File: config.mk
export PLATFORM = sky130hd
export DESIGN_NAME = csr_unit_flat
export DESIGN_NICKNAME = d
export VERILOG_FILES = /design/src/rtl/csr_unit_if.sv /design/src/rtl/csr_unit.sv /design/src/flat_wrapper.sv
export SDC_FILE = /design/constraint.sdc
export NUM_CORES = 1
export LEC_CHECK = 0
export CAP_MARGIN = 5
export CORE_ASPECT_RATIO = 0.5
export CORE_MARGIN = 8
export CORE_UTILIZATION = 40
export DETAILED_ROUTE_END_ITERATION = 8
export RECOVER_POWER = 100
export SLEW_MARGIN = 30
export SYNTH_ARGS = -nofsm -noshare
export SYNTH_HDL_FRONTEND = slang
export SYNTH_SLANG_ARGS = --single-unit
File: constraint.sdc
create_clock -name clk -period 3 [get_ports clk]
set_clock_uncertainty 0.2 [all_clocks]
set_input_delay 0.45 -clock clk [delete_from_list [all_inputs] [get_ports clk]]
set_output_delay 0.45 -clock clk [all_outputs]
set_load 0.01 [all_outputs]
File: src/rtl/csr_unit_if.sv
// CSR access bus between the MEM stage and the CSR unit.
//   csr_valid  : CSR instruction present this cycle
//   csr_op     : funct3 of the instruction
//   csr_addr   : 12-bit CSR address
//   rs1_val    : forwarded rs1 operand (register forms)
//   rs1_zimm   : rs1 field; zimm for immediate forms
//   csr_rdata  : old CSR value for the write-back mux (combinational)
//   illegal    : illegal CSR access (combinational)
interface csr_unit_if #(
  parameter int XLEN = 32
);
  logic            csr_valid;
  logic [2:0]      csr_op;
  logic [11:0]     csr_addr;
  logic [XLEN-1:0] rs1_val;
  logic [4:0]      rs1_zimm;
  logic [XLEN-1:0] csr_rdata;
  logic            illegal;

  modport master (
    output csr_valid, csr_op, csr_addr, rs1_val, rs1_zimm,
    input  csr_rdata, illegal
  );

  modport slave (
    input  csr_valid, csr_op, csr_addr, rs1_val, rs1_zimm,
    output csr_rdata, illegal
  );
endinterface

File: src/rtl/csr_unit.sv
// Machine-mode CSR file: Zicsr read-modify-write, trap entry, mret and
// 64-bit mcycle/minstret counters. Lives in MEM; returns the pre-write CSR
// value and registers a one-cycle PC redirect for fetch.
// Ports:
//   clk, rst_n      : clock (rising edge), async active-low reset
//   bus (slave)     : CSR access request/response (see csr_unit_if)
//   stall           : gates CSR writes, mret and retire (not traps)
//   retire          : one instruction retires this cycle
//   trap_req/cause/pc/val : trap entry request and its state
//   mret            : mret in this stage
//   redirect_valid/pc : registered redirect pulse and target
//   irq_enable      : mstatus.MIE
// XLEN must be 32 or 64.
module csr_unit #(
  parameter int          XLEN        = 32,
  parameter logic [31:0] MTVEC_RESET = 32'h0000_0000,
  parameter int unsigned HART_ID     = 0
) (
  input  logic            clk,
  input  logic            rst_n,
  csr_unit_if.slave       bus,
  input  logic            stall,
  input  logic            retire,
  input  logic            trap_req,
  input  logic [XLEN-1:0] trap_cause,
  input  logic [XLEN-1:0] trap_pc,
  input  logic [XLEN-1:0] trap_val,
  input  logic            mret,
  output logic            redirect_valid,
  output logic [XLEN-1:0] redirect_pc,
  output logic            irq_enable
);

  localparam bit IS32 = (XLEN == 32);

  // architectural state
  logic            st_mie, st_mpie;
  logic [XLEN-1:0] mie_q, mtvec_q, mscratch_q, mepc_q, mcause_q, mtval_q;
  logic [63:0]     mcycle_q, minstret_q;

  logic [XLEN-1:0] src, old_val, new_val, mstatus_rd, mtvec_rd;
  logic            known, bad_op, wr_supp, illegal, wr_fire;
  logic [63:0]     mcycle_nxt, minstret_nxt;
  logic [XLEN-1:0] trap_base, trap_off, trap_tgt;

  assign irq_enable = st_mie;

  // MPP is hardwired to M-mode; only MIE/MPIE are storage.
  always_comb begin
    mstatus_rd     = '0;
    mstatus_rd[12] = 1'b1;
    mstatus_rd[11] = 1'b1;
    mstatus_rd[7]  = st_mpie;
    mstatus_rd[3]  = st_mie;
  end

  assign mtvec_rd = {mtvec_q[XLEN-1:2], 1'b0, mtvec_q[0]};

  // ---- read decode ----
  always_comb begin
    old_val = '0;
    known   = 1'b1;
    case (bus.csr_addr)
      12'h300: old_val = mstatus_rd;
      12'h301: old_val = '0;
      12'h304: old_val = mie_q;
      12'h305: old_val = mtvec_rd;
      12'h340: old_val = mscratch_q;
      12'h341: old_val = mepc_q;
      12'h342: old_val = mcause_q;
      12'h343: old_val = mtval_q;
      12'hB00, 12'hC00: old_val = XLEN'(mcycle_q);
      12'hB02, 12'hC02: old_val = XLEN'(minstret_q);
      12'hB80, 12'hC80: if (IS32) old_val = XLEN'(mcycle_q[63:32]);   else known = 1'b0;
      12'hB82, 12'hC82: if (IS32) old_val = XLEN'(minstret_q[63:32]); else known = 1'b0;
      12'hF14: old_val = XLEN'(HART_ID);
      default: known = 1'b0;
    endcase
  end

  // ---- op / legality ----
  assign src     = bus.csr_op[2] ? XLEN'(bus.rs1_zimm) : bus.rs1_val;
  assign bad_op  = (bus.csr_op[1:0] == 2'b00);
  // RS/RC with a zero source are pure reads, which keeps read-only CSRs legal.
  assign wr_supp = (bus.csr_op[1:0] != 2'b01) && (bus.rs1_zimm == 5'd0);
  assign illegal = bus.csr_valid &
                   (bad_op | ~known | ((bus.csr_addr[11:10] == 2'b11) & ~wr_supp));

  always_comb begin
    case (bus.csr_op[1:0])
      2'b01:   new_val = src;
      2'b10:   new_val = old_val | src;
      2'b11:   new_val = old_val & ~src;
      default: new_val = old_val;
    endcase
  end

  assign bus.csr_rdata = illegal ? '0 : old_val;
  assign bus.illegal   = illegal;

  // trap and mret outrank an ordinary CSR write in the same cycle
  assign wr_fire = bus.csr_valid & ~stall & ~illegal & ~wr_supp & ~trap_req & ~mret;

  // ---- counters: a write to either half replaces that cycle's increment ----
  always_comb begin
    mcycle_nxt = mcycle_q + 64'd1;
    if (wr_fire && bus.csr_addr == 12'hB00)
      mcycle_nxt = IS32 ? {mcycle_q[63:32], new_val[31:0]} : 64'(new_val);
    if (wr_fire && bus.csr_addr == 12'hB80)
      mcycle_nxt = {new_val[31:0], mcycle_q[31:0]};
  end

  always_comb begin
    minstret_nxt = minstret_q + {63'd0, retire & ~stall};
    if (wr_fire && bus.csr_addr == 12'hB02)
      minstret_nxt = IS32 ? {minstret_q[63:32], new_val[31:0]} : 64'(new_val);
    if (wr_fire && bus.csr_addr == 12'hB82)
      minstret_nxt = {new_val[31:0], minstret_q[31:0]};
  end

  // ---- trap target: vectored only for interrupts when mtvec.MODE=1 ----
  assign trap_base = {mtvec_q[XLEN-1:2], 2'b00};
  assign trap_off  = XLEN'({trap_cause[XLEN-2:0], 2'b00});
  assign trap_tgt  = trap_base + ((mtvec_q[0] & trap_cause[XLEN-1]) ? trap_off : '0);

  // ---- state ----
  always_ff @(posedge clk or negedge rst_n) begin
    if (!rst_n) begin
      st_mie         <= 1'b0;
      st_mpie        <= 1'b0;
      mie_q          <= '0;
      mtvec_q        <= XLEN'(MTVEC_RESET);
      mscratch_q     <= '0;
      mepc_q         <= '0;
      mcause_q       <= '0;
      mtval_q        <= '0;
      mcycle_q       <= '0;
      minstret_q     <= '0;
      redirect_valid <= 1'b0;
      redirect_pc    <= '0;
    end else begin
      mcycle_q       <= mcycle_nxt;
      minstret_q     <= minstret_nxt;
      redirect_valid <= 1'b0;
      if (trap_req) begin
        mepc_q         <= trap_pc & ~XLEN'(3);
        mcause_q       <= trap_cause;
        mtval_q        <= trap_val;
        st_mpie        <= st_mie;
        st_mie         <= 1'b0;
        redirect_valid <= 1'b1;
        redirect_pc    <= trap_tgt;
      end else if (mret && !stall) begin
        st_mie         <= st_mpie;
        st_mpie        <= 1'b1;
        redirect_valid <= 1'b1;
        redirect_pc    <= mepc_q;
      end else if (wr_fire) begin
        case (bus.csr_addr)
          12'h300: begin
            st_mie  <= new_val[3];
            st_mpie <= new_val[7];
          end
          12'h304: mie_q      <= new_val;
          12'h305: mtvec_q    <= new_val;
          12'h340: mscratch_q <= new_val;
          12'h341: mepc_q     <= new_val & ~XLEN'(3);
          12'h342: mcause_q   <= new_val;
          12'h343: mtval_q    <= new_val;
          default: ;
        endcase
      end
    end
  end

endmodule
File: src/flat_wrapper.sv
// flat-port wrapper written by rule: the top's interface ports become plain ports
module csr_unit_flat 
#(
  parameter int          XLEN        = 32,
  parameter logic [31:0] MTVEC_RESET = 32'h0000_0000,
  parameter int unsigned HART_ID     = 0
)
  (clk, rst_n, stall, retire, trap_req, trap_cause, trap_pc, trap_val, mret, redirect_valid, redirect_pc, irq_enable, bus_csr_valid, bus_csr_op, bus_csr_addr, bus_rs1_val, bus_rs1_zimm, bus_csr_rdata, bus_illegal);
  csr_unit_if #(.XLEN(XLEN)) bus_i ();
  input  logic clk;
  input  logic rst_n;
  input  logic stall;
  input  logic retire;
  input  logic trap_req;
  input  logic [XLEN-1:0] trap_cause;
  input  logic [XLEN-1:0] trap_pc;
  input  logic [XLEN-1:0] trap_val;
  input  logic mret;
  output logic redirect_valid;
  output logic [XLEN-1:0] redirect_pc;
  output logic irq_enable;
  input wire logic [$bits(bus_i.csr_valid)-1:0] bus_csr_valid;
  input wire logic [$bits(bus_i.csr_op)-1:0] bus_csr_op;
  input wire logic [$bits(bus_i.csr_addr)-1:0] bus_csr_addr;
  input wire logic [$bits(bus_i.rs1_val)-1:0] bus_rs1_val;
  input wire logic [$bits(bus_i.rs1_zimm)-1:0] bus_rs1_zimm;
  output wire logic [$bits(bus_i.csr_rdata)-1:0] bus_csr_rdata;
  output wire logic [$bits(bus_i.illegal)-1:0] bus_illegal;
  assign bus_i.csr_valid = bus_csr_valid;
  assign bus_i.csr_op = bus_csr_op;
  assign bus_i.csr_addr = bus_csr_addr;
  assign bus_i.rs1_val = bus_rs1_val;
  assign bus_i.rs1_zimm = bus_rs1_zimm;
  assign bus_csr_rdata = bus_i.csr_rdata;
  assign bus_illegal = bus_i.illegal;
  csr_unit #(.XLEN(XLEN), .MTVEC_RESET(MTVEC_RESET), .HART_ID(HART_ID)) u_core (.clk(clk), .rst_n(rst_n), .bus(bus_i), .stall(stall), .retire(retire), .trap_req(trap_req), .trap_cause(trap_cause), .trap_pc(trap_pc), .trap_val(trap_val), .mret(mret), .redirect_valid(redirect_valid), .redirect_pc(redirect_pc), .irq_enable(irq_enable));
endmodule
==> flow_results.xml <==
<?xml version="1.0" encoding="UTF-8"?>
<metrics>
  <group name="floorplanning">
    <metric name="io_pins" unit="">222</metric>
    <metric name="core_area" unit="sq mm">0.0540</metric>
    <metric name="die_height" unit="um">182</metric>
    <metric name="core.rowCount" unit="">60</metric>
    <metric name="dieArea" unit="sq mm">0.0630</metric>
    <metric name="dieWidth" unit="um">347</metric>
    <metric name="starting_density" unit="%">40.6</metric>
  </group>
  <group name="detailed_routing">
    <metric name="drc" unit="">0</metric>
    <metric name="antenna_violating_nets_post_route" unit="">0</metric>
    <metric name="drt-initial-drc-count" unit="">3615</metric>
    <metric name="totalWireLength" unit="mm">113</metric>
    <metric name="vias_per_cell" unit="">6.25</metric>
    <metric name="num_vias" unit="">25200</metric>
    <metric name="dr.pass1.iters" unit="">9</metric>
    <metric name="routed_wire_length_per_instance" unit="um">28.0</metric>
  </group>
  <group name="place">
    <metric name="detailedPlacementHpwl" unit="mm">85.9</metric>
    <metric name="port_buffers" unit="">217</metric>
    <metric name="place.detailed.instances" unit="">3854</metric>
    <metric name="placed_area" unit="sq mm">0.0296</metric>
    <metric name="dpl_worst_slack" unit="ns">-1.12</metric>
    <metric name="place_congestion" unit="">1.04</metric>
  </group>
  <group name="yosys">
    <metric name="post_syn_instances" unit="">2555</metric>
    <metric name="ys_types" unit="">92</metric>
    <metric name="number_of_enable_type_register_cells_in_the_synthesized_netlist" unit="">0</metric>
    <metric name="synth_seq_cells" unit="">350</metric>
    <metric name="synth_top_family_by_area" unit="">compound AO/OA/AOI/OAI gates</metric>
    <metric name="syn_area" unit="sq mm">0.0219</metric>
    <metric name="asyncSetResetFlopFracSynth" unit="%">100</metric>
    <metric name="synth_seq_area_share" unit="%">39.9</metric>
    <metric name="synth_compound_area_share" unit="%">28.7</metric>
    <metric name="post_synth_fa_ha_maj_area_fraction" unit="%">1.92</metric>
    <metric name="syn_avg_cell_area" unit="sq um">8.58</metric>
    <metric name="mux_cell_area_share_after_synthesis" unit="%">3.75</metric>
    <metric name="synth_simple_gate_area_share" unit="%">19.5</metric>
    <metric name="yosys.area_share.xor_xnor" unit="%">1.36</metric>
    <metric name="synthesis.yosys.warnings" unit="">0</metric>
    <metric name="primary_flip_flop_cell_chosen_by_synthesis_mapping" unit="">sky130_fd_sc_hd__dfrtp_1</metric>
  </group>
  <group name="power_and_ir_drop">
    <metric name="power.switching_fraction" unit="%">28.4</metric>
    <metric name="report.power.total" unit="mW">11.8</metric>
    <metric name="power.share.sequential" unit="%">43.4</metric>
    <metric name="cellInternalPower" unit="mW">8.46</metric>
    <metric name="powerDensity" unit="mW/mm^2">356</metric>
    <metric name="vdd_ir_drop_max" unit="mV">0.334</metric>
    <metric name="p_switching" unit="mW">3.35</metric>
    <metric name="combPwrFrac" unit="%">14.6</metric>
    <metric name="clock_power_share" unit="%">42.0</metric>
    <metric name="p_leak" unit="nW">14.8</metric>
  </group>
  <group name="timing">
    <metric name="rsz_0062_raised_after_global_routing" unit="">yes</metric>
    <metric name="timing.final.crit_share" unit="%">109</metric>
    <metric name="hold_violations" unit="">0</metric>
    <metric name="period_minus_slack" unit="ns">3.26</metric>
    <metric name="max_slew_margin" unit="%">-56.4</metric>
    <metric name="final.setup.tns" unit="ns">-6.07</metric>
    <metric name="final-max-slew-violation-count" unit="">209</metric>
    <metric name="postLayoutSetupSlackWorst" unit="ns">-0.264</metric>
    <metric name="worst-slew-pin-transition" unit="ns">2.35</metric>
    <metric name="timing.final.setup_violations" unit="">40</metric>
    <metric name="fmax" unit="MHz">306</metric>
  </group>
  <group name="global_route">
    <metric name="global_route_wire_length_before_repair" unit="mm">161</metric>
    <metric name="grt-ovfl-total" unit="">0</metric>
    <metric name="initial_antenna_violation_count" unit="">7</metric>
    <metric name="grt_max_degree" unit="">137</metric>
    <metric name="first_global_vias" unit="">23300</metric>
    <metric name="groute.usage.overall" unit="%">34.0</metric>
  </group>
  <group name="clock_network">
    <metric name="clkTransAtPathRegs" unit="ns">0.07</metric>
    <metric name="tritoncts.num_buffers" unit="">37</metric>
    <metric name="cts_tree" unit="">yes</metric>
    <metric name="clock_insertion_delay_worst_skew" unit="ns">0.57</metric>
    <metric name="htree_levels" unit="">2</metric>
    <metric name="cts-root-to-sink-buffers" unit="">3</metric>
    <metric name="clockRootBuffer" unit="">sky130_fd_sc_hd__clkbuf_16</metric>
    <metric name="numClockSinks" unit="">350</metric>
  </group>
  <group name="setup_path">
    <metric name="critPathLaunch" unit="">bus_csr_addr[8]</metric>
    <metric name="crit_path_end_kind" unit="">primary output</metric>
    <metric name="setup.worst_path.start_class" unit="">input pin</metric>
    <metric name="r2r-start" unit="">u_core.mtvec_q[0]$_DFFE_PN0P_</metric>
    <metric name="worst-endpoint-required" unit="ns">2.35</metric>
    <metric name="worstSetupPathType" unit="">in -&gt; out</metric>
    <metric name="cp.arrival" unit="ns">2.61</metric>
    <metric name="maximum_fanout_along_the_worst_path" unit="">8</metric>
  </group>
  <group name="cells_and_area">
    <metric name="nFillCells" unit="">4599</metric>
    <metric name="layout_net_count" unit="">3483</metric>
    <metric name="layout_commonest_cell" unit="">sky130_fd_sc_hd__buf_4</metric>
    <metric name="post-route-cell-area" unit="sq mm">0.0332</metric>
    <metric name="area_growth_syn_to_layout" unit="%">51.4</metric>
    <metric name="final_layout_size_suffix_gt1_share" unit="%">32.8</metric>
    <metric name="post_layout_nonfiller_instances" unit="">4040</metric>
    <metric name="layout_common_cells" unit="">sky130_fd_sc_hd__buf_4, sky130_fd_sc_hd__dfrtp_1, sky130_fd_sc_hd__nand2_1</metric>
  </group>
  <group name="worst_hold_path">
    <metric name="worstHoldStart" unit="">trap_val[27]</metric>
    <metric name="hold_path_class" unit="">in -&gt; reg</metric>
  </group>
  <group name="job">
    <metric name="maxCapViolations" unit="">2</metric>
  </group>
  <group name="run_status">
    <metric name="status" unit="">complete, but fails checks</metric>
    <metric name="failing_checks" unit="">max-capacitance violations, max-slew violations, negative setup slack</metric>
  </group>
</metrics>
-- per-stage QoR --
| step | util, % | hold WS [ns] |
|---|---|---|
| final | 61.5 | 0.218 |
| after global routing | 61.5 | 0.241 |
| after CTS | 59.6 | 0.210 |
| after detailed placement | 54.9 | 0.273 |
| after global placement | 54.9 | 0.262 |
| after floorplan | - | -0.0456 |
-- power groups by stage --
stage | logic, mW | clock network, mW | registers [mW]
final | 1.72 | 4.96 | 5.13
after global routing | 1.82 | 5.18 | 5.13
after CTS | 1.67 | 4.99 | 5.10
after detailed placement | 1.60 | 0 | 5.19
after global placement | 1.59 | 0 | 5.19
after floorplan | 0.562 | 0 | 5.10
-- layer usage --
metal,track usage [%],share of wire [%],vias to the layer above
met5,0,0.058,-
met4,6.81,2.5,10
met3,12.0,15,188
met2,46.0,39,1565
met1,51.1,44,12400
li1,-,-,11100
-- cells in the mapped netlist, drive strengths merged (35+ instances only) --
cell type	number	area share, %
buf	66	1.8
nand2	302	5.2
dfrtp	350	40
o21ai	364	8.3
a22oi	83	2.9
a22o	35	1.4
nor3	38	0.94
and3	100	2.9
nor2	151	2.6
clkbuf	121	2.1
nand3	70	1.6
a222oi	54	2.5
inv	56	0.96
a21oi	214	4.9
mux2i	54	2.5
-- registers in the layout, indices dropped and copies added (netlist names) --
| name | cells |
|---|---|
| u_core.irq_enable | 1 |
| u_core.mcause_q | 32 |
| u_core.mcycle_q | 64 |
| u_core.mepc_q | 30 |
| u_core.mie_q | 32 |
| u_core.minstret_q | 64 |
| u_core.mscratch_q | 32 |
| u_core.mtval_q | 32 |
| u_core.mtvec_q | 31 |
| u_core.redirect_pc | 30 |
| u_core.redirect_valid | 1 |
| u_core.st_mpie | 1 |
-- worst paths after layout --
path,depth (start not counted),slack (ns),end
min in group asynchronous,2,0.92,u_core.minstret_q[3]$_DFFE_PN0N_
max,10,-0.26,bus_csr_rdata[29]
max in group asynchronous,3,0.14,u_core.mcycle_q[45]$_DFFE_PN0P_
max reg2reg,13,-0.06,u_core.redirect_pc[29]$_DFFE_PN0N_
min,3,0.22,u_core.mtval_q[27]$_DFFE_PN0P_
min reg2reg,2,0.29,u_core.mie_q[5]$_DFFE_PN0P_
-- kinds of logic after synthesis --
logic type	Yosys count
adder cells (fa/ha/maj)	33
AO/OA/AOI/OAI	962
flip-flops	350
other	1
multiplexers	79
AND/OR/NAND/NOR	853
XOR/XNOR	34
buffers and inverters	243
-- critical path, stage by stage --
cell,delay (ns)
sky130_fd_sc_hd__buf_2,0.12
sky130_fd_sc_hd__buf_6,0.13
sky130_fd_sc_hd__and4bb_2,0.25
sky130_fd_sc_hd__and4_4,0.18
sky130_fd_sc_hd__and2_4,0.21
sky130_fd_sc_hd__buf_12,0.15
sky130_fd_sc_hd__a222oi_1,0.60
sky130_fd_sc_hd__and3_4,0.37
sky130_fd_sc_hd__nor2_4,0.04
sky130_fd_sc_hd__buf_6,0.11
-- area by class of cell --
cell class	count	area, sq um	area share, %
Multi-Input combinational cell	1964	13700	41.2
Sequential cell	350	8760	26.4
Timing Repair Buffer	886	8390	25.3
Clock buffer	53	1120	3.37
Tap cell	713	892	2.69
Inverter	56	214	0.644
Clock inverter	14	140	0.422
Antenna cell	4	10.0	0.0301
-- what timing repair did --
item,4_1_cts,5_1_grt
hold buffers,1,0
setup buffers,73,40
gates resized for setup,358,216
setup endpoints to repair,366,230
cloned,8,3
hold endpoints to repair,65,0
pin swaps,91,128
Note: power is estimated with default switching activity, not from simulation.
